### src/rtl/mc_sample_buffer_pkg.sv
// Shared sizing for the multi-channel sample buffer.
// Holds the default geometry and the width helpers used by the interface, the top and the
// per-channel history block, so every file derives identical widths from the same parameters.
package mc_sample_buffer_pkg;

  localparam int unsigned DEF_NUM_CH = 7;
  localparam int unsigned DEF_DATA_W = 8;
  localparam int unsigned DEF_DEPTH  = 10;

  // A single channel still needs a 1-bit index port.
  function automatic int unsigned calc_ch_w(int unsigned num_ch);
    return (num_ch > 1) ? $clog2(num_ch) : 1;
  endfunction

  function automatic int unsigned calc_tap_w(int unsigned depth);
    return $clog2(depth);
  endfunction

  // Fill count runs 0..DEPTH inclusive.
  function automatic int unsigned calc_cnt_w(int unsigned depth);
    return $clog2(depth + 1);
  endfunction

  // DEPTH full-scale samples always fit, so the moving sum never wraps.
  function automatic int unsigned calc_sum_w(int unsigned data_w, int unsigned depth);
    return data_w + $clog2(depth + 1);
  endfunction

  localparam int unsigned DEF_CH_W  = calc_ch_w(DEF_NUM_CH);
  localparam int unsigned DEF_TAP_W = calc_tap_w(DEF_DEPTH);
  localparam int unsigned DEF_SUM_W = calc_sum_w(DEF_DATA_W, DEF_DEPTH);

endpackage

### src/rtl/mc_sample_buffer_if.sv
// Sample-write / tap-read bus of the multi-channel sample buffer.
// master: drives clr, the sample offer (in_valid/in_ch/in_data) and the read request
//         (rd_req/rd_ch/rd_tap); observes in_ready, in_err, read results and full flags.
// slave:  the buffer side of the same signals.
interface mc_sample_buffer_if
  import mc_sample_buffer_pkg::*;
#(
  parameter int unsigned NUM_CH = DEF_NUM_CH,
  parameter int unsigned DATA_W = DEF_DATA_W,
  parameter int unsigned DEPTH  = DEF_DEPTH
);
  localparam int unsigned CH_W  = calc_ch_w(NUM_CH);
  localparam int unsigned TAP_W = calc_tap_w(DEPTH);
  localparam int unsigned SUM_W = calc_sum_w(DATA_W, DEPTH);

  logic              clr;
  logic              in_valid;
  logic              in_ready;
  logic [CH_W-1:0]   in_ch;
  logic [DATA_W-1:0] in_data;
  logic              in_err;
  logic              rd_req;
  logic [CH_W-1:0]   rd_ch;
  logic [TAP_W-1:0]  rd_tap;
  logic              rd_valid;
  logic [DATA_W-1:0] rd_data;
  logic              rd_hit;
  logic [SUM_W-1:0]  rd_sum;
  logic [NUM_CH-1:0] full;

  modport master (
    output clr, in_valid, in_ch, in_data, rd_req, rd_ch, rd_tap,
    input  in_ready, in_err, rd_valid, rd_data, rd_hit, rd_sum, full
  );

  modport slave (
    input  clr, in_valid, in_ch, in_data, rd_req, rd_ch, rd_tap,
    output in_ready, in_err, rd_valid, rd_data, rd_hit, rd_sum, full
  );

endinterface

### src/rtl/mc_sample_buffer_sample_history_ch.sv
// One channel of sample history: a DEPTH-deep shift line, a saturating fill count and an
// exact moving sum over the retained samples.
// Ports: clk_i/rst_ni clock and async active-low reset; clr_i synchronous clear;
//        wr_en_i/wr_data_i shift in a new newest sample; taps_o (tap 0 = newest),
//        count_o, sum_o, full_o expose registered state.
module sample_history_ch
  import mc_sample_buffer_pkg::*;
#(
  parameter int unsigned DATA_W = DEF_DATA_W,
  parameter int unsigned DEPTH  = DEF_DEPTH,
  localparam int unsigned CNT_W = calc_cnt_w(DEPTH),
  localparam int unsigned SUM_W = calc_sum_w(DATA_W, DEPTH)
) (
  input  logic                          clk_i,
  input  logic                          rst_ni,
  input  logic                          clr_i,
  input  logic                          wr_en_i,
  input  logic [DATA_W-1:0]             wr_data_i,
  output logic [DEPTH-1:0][DATA_W-1:0]  taps_o,
  output logic [CNT_W-1:0]              count_o,
  output logic [SUM_W-1:0]              sum_o,
  output logic                          full_o
);

  logic [DEPTH-1:0][DATA_W-1:0] taps_d, taps_q;
  logic [CNT_W-1:0]             count_d, count_q;
  logic [SUM_W-1:0]             sum_d, sum_q;
  logic                         full;

  assign full = (count_q == CNT_W'(DEPTH));

  always_comb begin
    taps_d  = taps_q;
    count_d = count_q;
    sum_d   = sum_q;
    if (clr_i) begin
      taps_d  = '0;
      count_d = '0;
      sum_d   = '0;
    end else if (wr_en_i) begin
      taps_d = {taps_q[DEPTH-2:0], wr_data_i};
      if (!full) begin
        count_d = count_q + CNT_W'(1);
      end
      // The oldest tap only leaves the window once the line is full.
      sum_d = sum_q + SUM_W'(wr_data_i) - (full ? SUM_W'(taps_q[DEPTH-1]) : '0);
    end
  end

  always_ff @(posedge clk_i or negedge rst_ni) begin
    if (!rst_ni) begin
      taps_q  <= '0;
      count_q <= '0;
      sum_q   <= '0;
    end else begin
      taps_q  <= taps_d;
      count_q <= count_d;
      sum_q   <= sum_d;
    end
  end

  assign taps_o  = taps_q;
  assign count_o = count_q;
  assign sum_o   = sum_q;
  assign full_o  = full;

endmodule

### src/rtl/mc_sample_buffer.sv
// Multi-channel sample buffer: NUM_CH independent histories of the last DEPTH samples with a
// moving sum each, written through a valid/ready port and read one tap per cycle.
// Ports: clk, rst_n (async active-low); bus (slave) carries clr, the sample write handshake,
//        in_err, the registered read request/response and per-channel full flags.
module mc_sample_buffer
  import mc_sample_buffer_pkg::*;
#(
  parameter int unsigned NUM_CH = DEF_NUM_CH,
  parameter int unsigned DATA_W = DEF_DATA_W,
  parameter int unsigned DEPTH  = DEF_DEPTH
) (
  input  logic                clk,
  input  logic                rst_n,
  mc_sample_buffer_if.slave   bus
);

  localparam int unsigned CH_W  = calc_ch_w(NUM_CH);
  localparam int unsigned TAP_W = calc_tap_w(DEPTH);
  localparam int unsigned CNT_W = calc_cnt_w(DEPTH);
  localparam int unsigned SUM_W = calc_sum_w(DATA_W, DEPTH);

  logic [DEPTH-1:0][DATA_W-1:0] taps   [NUM_CH];
  logic [CNT_W-1:0]             counts [NUM_CH];
  logic [SUM_W-1:0]             sums   [NUM_CH];
  logic [NUM_CH-1:0]            full_vec;
  logic [NUM_CH-1:0]            wr_en;

  logic accept, in_ch_ok;
  logic rd_ch_ok, rd_tap_ok;
  logic [CH_W-1:0]   rd_sel_ch;
  logic [TAP_W-1:0]  rd_sel_tap;

  logic              in_err_d, in_err_q;
  logic              rd_valid_d, rd_valid_q;
  logic [DATA_W-1:0] rd_data_d, rd_data_q;
  logic              rd_hit_d, rd_hit_q;
  logic [SUM_W-1:0]  rd_sum_d, rd_sum_q;

  assign bus.in_ready = ~bus.clr;
  assign accept       = bus.in_valid & ~bus.clr;
  assign in_ch_ok     = 32'(bus.in_ch) < NUM_CH;

  for (genvar g = 0; g < NUM_CH; g++) begin : g_ch
    assign wr_en[g] = accept && in_ch_ok && (bus.in_ch == CH_W'(g));

    sample_history_ch #(
      .DATA_W (DATA_W),
      .DEPTH  (DEPTH)
    ) u_hist (
      .clk_i     (clk),
      .rst_ni    (rst_n),
      .clr_i     (bus.clr),
      .wr_en_i   (wr_en[g]),
      .wr_data_i (bus.in_data),
      .taps_o    (taps[g]),
      .count_o   (counts[g]),
      .sum_o     (sums[g]),
      .full_o    (full_vec[g])
    );
  end

  assign bus.full = full_vec;

  // Out-of-range indices are steered to 0 so the array is never addressed past its end;
  // the ok flags force the miss result regardless of what that entry holds.
  assign rd_ch_ok   = 32'(bus.rd_ch) < NUM_CH;
  assign rd_tap_ok  = 32'(bus.rd_tap) < DEPTH;
  assign rd_sel_ch  = rd_ch_ok ? bus.rd_ch : '0;
  assign rd_sel_tap = rd_tap_ok ? bus.rd_tap : '0;

  // Reads sample the registered history, so a same-cycle write or clr is not yet visible.
  always_comb begin
    rd_valid_d = bus.rd_req;
    rd_data_d  = rd_data_q;
    rd_hit_d   = rd_hit_q;
    rd_sum_d   = rd_sum_q;
    in_err_d   = accept && !in_ch_ok;
    if (bus.rd_req) begin
      rd_hit_d  = rd_ch_ok && rd_tap_ok && (32'(bus.rd_tap) < 32'(counts[rd_sel_ch]));
      rd_data_d = rd_hit_d ? taps[rd_sel_ch][rd_sel_tap] : '0;
      rd_sum_d  = (rd_ch_ok && rd_tap_ok) ? sums[rd_sel_ch] : '0;
    end
  end

  always_ff @(posedge clk or negedge rst_n) begin
    if (!rst_n) begin
      in_err_q   <= 1'b0;
      rd_valid_q <= 1'b0;
      rd_data_q  <= '0;
      rd_hit_q   <= 1'b0;
      rd_sum_q   <= '0;
    end else begin
      in_err_q   <= in_err_d;
      rd_valid_q <= rd_valid_d;
      rd_data_q  <= rd_data_d;
      rd_hit_q   <= rd_hit_d;
      rd_sum_q   <= rd_sum_d;
    end
  end

  assign bus.in_err   = in_err_q;
  assign bus.rd_valid = rd_valid_q;
  assign bus.rd_data  = rd_data_q;
  assign bus.rd_hit   = rd_hit_q;
  assign bus.rd_sum   = rd_sum_q;

endmodule

### src/flat_wrapper.sv
// flat-port wrapper written by rule: the top's interface ports become plain ports
module mc_sample_buffer_flat import mc_sample_buffer_pkg::*;
#(
  parameter int unsigned NUM_CH = DEF_NUM_CH,
  parameter int unsigned DATA_W = DEF_DATA_W,
  parameter int unsigned DEPTH  = DEF_DEPTH
)
  (clk, rst_n, bus_clr, bus_in_valid, bus_in_ch, bus_in_data, bus_rd_req, bus_rd_ch, bus_rd_tap, bus_in_ready, bus_in_err, bus_rd_valid, bus_rd_data, bus_rd_hit, bus_rd_sum, bus_full);
  mc_sample_buffer_if #(.NUM_CH(NUM_CH), .DATA_W(DATA_W), .DEPTH(DEPTH)) bus_i ();
  input  logic clk;
  input  logic rst_n;
  input wire logic [$bits(bus_i.clr)-1:0] bus_clr;
  input wire logic [$bits(bus_i.in_valid)-1:0] bus_in_valid;
  input wire logic [$bits(bus_i.in_ch)-1:0] bus_in_ch;
  input wire logic [$bits(bus_i.in_data)-1:0] bus_in_data;
  input wire logic [$bits(bus_i.rd_req)-1:0] bus_rd_req;
  input wire logic [$bits(bus_i.rd_ch)-1:0] bus_rd_ch;
  input wire logic [$bits(bus_i.rd_tap)-1:0] bus_rd_tap;
  output wire logic [$bits(bus_i.in_ready)-1:0] bus_in_ready;
  output wire logic [$bits(bus_i.in_err)-1:0] bus_in_err;
  output wire logic [$bits(bus_i.rd_valid)-1:0] bus_rd_valid;
  output wire logic [$bits(bus_i.rd_data)-1:0] bus_rd_data;
  output wire logic [$bits(bus_i.rd_hit)-1:0] bus_rd_hit;
  output wire logic [$bits(bus_i.rd_sum)-1:0] bus_rd_sum;
  output wire logic [$bits(bus_i.full)-1:0] bus_full;
  assign bus_i.clr = bus_clr;
  assign bus_i.in_valid = bus_in_valid;
  assign bus_i.in_ch = bus_in_ch;
  assign bus_i.in_data = bus_in_data;
  assign bus_i.rd_req = bus_rd_req;
  assign bus_i.rd_ch = bus_rd_ch;
  assign bus_i.rd_tap = bus_rd_tap;
  assign bus_in_ready = bus_i.in_ready;
  assign bus_in_err = bus_i.in_err;
  assign bus_rd_valid = bus_i.rd_valid;
  assign bus_rd_data = bus_i.rd_data;
  assign bus_rd_hit = bus_i.rd_hit;
  assign bus_rd_sum = bus_i.rd_sum;
  assign bus_full = bus_i.full;
  mc_sample_buffer #(.NUM_CH(NUM_CH), .DATA_W(DATA_W), .DEPTH(DEPTH)) u_core (.clk(clk), .rst_n(rst_n), .bus(bus_i));
endmodule
### config.mk
export PLATFORM = sky130hd
export DESIGN_NAME = mc_sample_buffer_flat
export DESIGN_NICKNAME = d
export VERILOG_FILES = /design/src/rtl/mc_sample_buffer_pkg.sv /design/src/rtl/mc_sample_buffer_if.sv /design/src/rtl/mc_sample_buffer_sample_history_ch.sv /design/src/rtl/mc_sample_buffer.sv /design/src/flat_wrapper.sv
export SDC_FILE = /design/constraint.sdc
export NUM_CORES = 2
export LEC_CHECK = 0
export ABC_AREA = 1
export CAP_MARGIN = 20
export CORE_UTILIZATION = 25
export CTS_CLUSTER_SIZE = 16
export DETAILED_ROUTE_END_ITERATION = 10
export PLACE_DENSITY_LB_ADDON = 0.1
export SLEW_MARGIN = 30
export SYNTH_ARGS = -nofsm -noshare
export SYNTH_HDL_FRONTEND = slang
export SYNTH_SLANG_ARGS = --single-unit
### constraint.sdc
create_clock -name clk -period 3.4 [get_ports clk]
set_input_delay 0.68 -clock clk [delete_from_list [all_inputs] [get_ports clk]]
set_output_delay 0.68 -clock clk [all_outputs]
set_load 0.05 [all_outputs]
==> metrics.md <==
| Metric | Value |
|---|---|
| Mux contribution to synthesized area | 0% |
| H-Tree Depth | 3 |
| Hold Fails Final Rpt | 0 |
| Critical Path Slowest Stage Cell | dlygate4sd2_1 |
| Core region area | 155000 um2 |
| Final Critical Period | 3.16 ns |
| FP Rows | 144 |
| Tcrit/Tclk final | 92.9% |
| Drt drc | 0 |
| CP peak stage delay | 0.55 ns |
| Setup crit start | u_core.g_ch[0].u_hist.count_o[0] |
| Die H | 398 um |
| Worst-path clk slew | 0.06 ns |
| Clk sink count | 695 |
| Share of cells above drive strength 1 | 10.1% |
| Critical path cell sequence | inv_1, ha_1, nand3_2, buf_4, inv_1, dlygate4sd2_1 |
| WP data arrival | 2.48 ns |
| Vias per cell | approximately 4.9 |
| Initial antenna violation count | 1 |
| Crit. End Element | output pin |
| First-pass GRT wire length | 249000 um |
| LEAKAGE | 22.1 nW |
| Adder-cell area share of the yosys netlist | 6.08% |
| RSZ-0062 raised after global routing | false |
| Post-Synth Simple-Gate Area | about a quarter |
| Placer's final routability congestion estimate | 0.829 |
| Required time of the critical path | 2.72 ns |
| CTS tree | yes |
| Xor-xnor portion of the synthesized cell area | 0.692% |
| Mapped Cells | 5079 |
| Chip width | 398 um |
| FMAX | 317 MHz |
| Largest family of logic cells by synthesized area | simple AND/OR/NAND/NOR gates |
| Per-cell routed wire length | about 23 um |
| FILL cells | 16800 |
| Syn nets | between 5000 and 6000 |
| Top cells by area, synth | dfrtp_1, nand3_1, nand2_1, inv_1, o21ai_0 |
| DR pass1 iterations | 9 |
| Overflow after GRT | 0 |
| Hold Crit Depth | 2 |
| CTS root buf | clkbuf_16 |
| Inserted Clock Buffers | 88 |
| Leading area contributor after synthesis | dfrtp_1 |
| Status | finished, final reports clean |
| Final setup violation count | 0 |
| Largest fanout on the critical path | 8 |
| R2R setup slack | around 0.30 ns |
| Critical R2R Launch | u_core.g_ch[3].u_hist.count_o[0] |
| GRT Total Usage | a little over a fifth |
| Power Density | 455 nW/um2 |
| Initial core utilization | 25.3% |
| Yosys warns | 0 |
| Vias | 35800 |
| Count of different cell masters after synthesis | 39 |
| Clk_lat worst skew | 0.73 ns |
| Netlist Area Pre-Place | slightly below 40000 um2 |
| Port Buffers | 53 |
| DRT iter0 DRCs | between 2000 and 3000 |
| Startpoint types | flop |
| Fin Clk Skew | approximately 0.030 ns |
| Final ANT Viol Nets | 0 |
| Routed WL | roughly 170000 um |
| Die area | 158000 um2 |
| Register area share after synthesis | between 40 and 50% |
| Max Slew Vio Count | 0 |
| Final #Nets | 5412 |
| RR Endpoint | u_core.g_ch[3].u_hist.sum_o[9] |
| Peak supply drop | roughly 0.33 mV |
| Crit Path Class | reg -> out |
| Post-CTS setup buffers | 0 |
| CTS Buffer Depth | 3 |
| Number of global-route vias before repair | approximately 35000 |
| Yosys reg bits | 695 |
| Post-place setup slack | -0.108 ns |
| # IOs | 54 |
| Post-synth top area share | ~44% |
| Mapped Avg Cell Area | 7.72 um2 |
| TNS Setup | 0 ns |
| CP dominant cell by count | inv_1 |
| Largest net degree at the start of global routing | 89 |
| FF-to-FF path depth | 16 |
| Setup crit end | bus_full[0] |
| Post-route setup slack | 0.240 ns |
| Compound-Gate Fraction of Synth Area | 13.6% |
| Slew HR | 38.8% |
| MaxCap Viol Count | 0 |
| Hold Path Class | reg -> reg |
| Worst-Margin Slew | between 0.9 and 1 ns |
| DP HPWL | 118000 um |
| Layout area overhead | 20.7% |
-- kinds of logic after synthesis --
group | count (synthesis)
flops | 695
xor+xnor | 31
buf+inv | 1062
simple gates | 2228
fa+ha+maj | 157
compound gates | 906
-- synthesized netlist by cell type, drive strengths merged --
cell type,instances
a211oi,16
a21oi,130
a221oi,4
a22o,7
a22oi,45
a31oi,15
and2,5
buf,156
clkbuf,176
clkinv,3
dfrtp,695
fa,56
ha,101
inv,727
nand2,1090
nand3,872
nand3b,2
nand4,20
nor2,194
nor3,37
o211ai,53
o21ai,383
o21bai,23
o221ai,1
o22ai,166
o31ai,63
or2,8
xnor2,14
xor2,17
-- metrics by stage --
stage / utilization, % / total power, mW / cells / area (um2) / hold WS, ns
floorplan: - / 10.3 / 5079 / 39200 / 0.384
global placement: 28.7 / 12.2 / 7185 / 44400 / 0.462
detailed placement: 28.7 / 12.2 / 7185 / 44400 / 0.474
CTS: 30.5 / 21.9 / 7346 / 47300 / 0.486
global route: 30.6 / 22.5 / 7346 / 47300 / 0.506
finish: 30.6 / 21.5 / 7347 / 47300 / 0.482
-- flip-flops by register name, summed over array words and instances (netlist names) --
name,cells
u_core.bus.in_err,1
u_core.bus.rd_data,8
u_core.bus.rd_hit,1
u_core.bus.rd_sum,12
u_core.bus.rd_valid,1
u_core.g_ch.u_hist.count_o,28
u_core.g_ch.u_hist.sum_o,84
u_core.g_ch.u_hist.taps_o,560
-- repair_timing --
item,in CTS,in global routing
setup endpoints to repair,7,11
pin swaps,0,0
hold buffers,1,0
resized for setup,7,14
endpoints found under the hold margin,36,0
-- worst max-delay path, delay by kind of cell (launching register included) --
kind	cells	cell delay, ns
adder cells (fa/ha/maj)	1	0.18
buffers and inverters	4	1.01
flip-flops	1	0.40
AND/OR/NAND/NOR	1	0.18
-- power by group --
part | internal (mW) | total, mW | switching, mW
logic | 1.16 | 3.55 | 2.39
clock network | 5.45 | 9.57 | 4.12
registers | 8.36 | 8.43 | 0.0720
total | 15.0 | 21.5 | 6.58
-- worst min-delay path by stage --
stage | from | slack [ns] | end
after floorplan | rst_n | 0.38 | u_core.bus.in_err
after global placement | u_core.bus.rd_sum[11] | 0.46 | u_core.bus.rd_sum[11]
after detailed placement | u_core.g_ch[4].u_hist.taps_o[0] | 0.47 | u_core.g_ch[4].u_hist.taps_o[8]
after CTS | bus_clr | 0.49 | u_core.g_ch[2].u_hist.taps_o[69]
after global routing | u_core.g_ch[4].u_hist.taps_o[0] | 0.51 | u_core.g_ch[4].u_hist.taps_o[8]
final | u_core.g_ch[4].u_hist.taps_o[0] | 0.48 | u_core.g_ch[4].u_hist.taps_o[8]
-- placed cells by master, fill, tap and decap left out, types with 4 or more instances in the layout --
master	count
a22oi_1	45
buf_12	71
nor2_4	11
nand2_1	1084
o21ai_1	9
dlygate4sd2_1	7
o21bai_1	23
clkinv_1	4
clkbuf_8	26
nand3_1	867
a221oi_1	4
xor2_1	17
nand3_2	5
clkbuf_16	88
fa_1	56
nand4_1	20
or2_2	8
o211ai_1	53
clkinv_2	14
inv_2	10
and2_1	5
nor3_1	37
o22ai_1	166
xnor2_1	14
a21oi_1	128
clkdlybuf4s50_1	42
ha_1	101
a211oi_1	16
nor2_1	172
dfrtp_1	694
a31oi_1	15
nor2_2	11
o21ai_0	374
inv_1	714
buf_4	271
a22o_1	7
o31ai_1	63
clkbuf_1	24
-- layer usage --
metal	up-vias	wire [um]	track usage [%]
li1	17100	-	-
met3	233	7350	3.19
met5	-	7	0
met2	812	76900	33.6
met4	2	5900	7.12
met1	17700	79000	29.6
-- layout make-up --
class                      instances  area [um2]  share of cell area, %
clock inverter                    22         241                  0.510
sequential                       695       17400                   36.7
clock buffer                     138        2650                   5.60
multi-input combinational       3322       17800                   37.5
inverter                         730        2750                   5.81
timing repair buffer             395        3990                   8.42
antenna                            1        2.50                0.00529
tap                             2044        2560                   5.40
(Power assumes the default switching activity.)
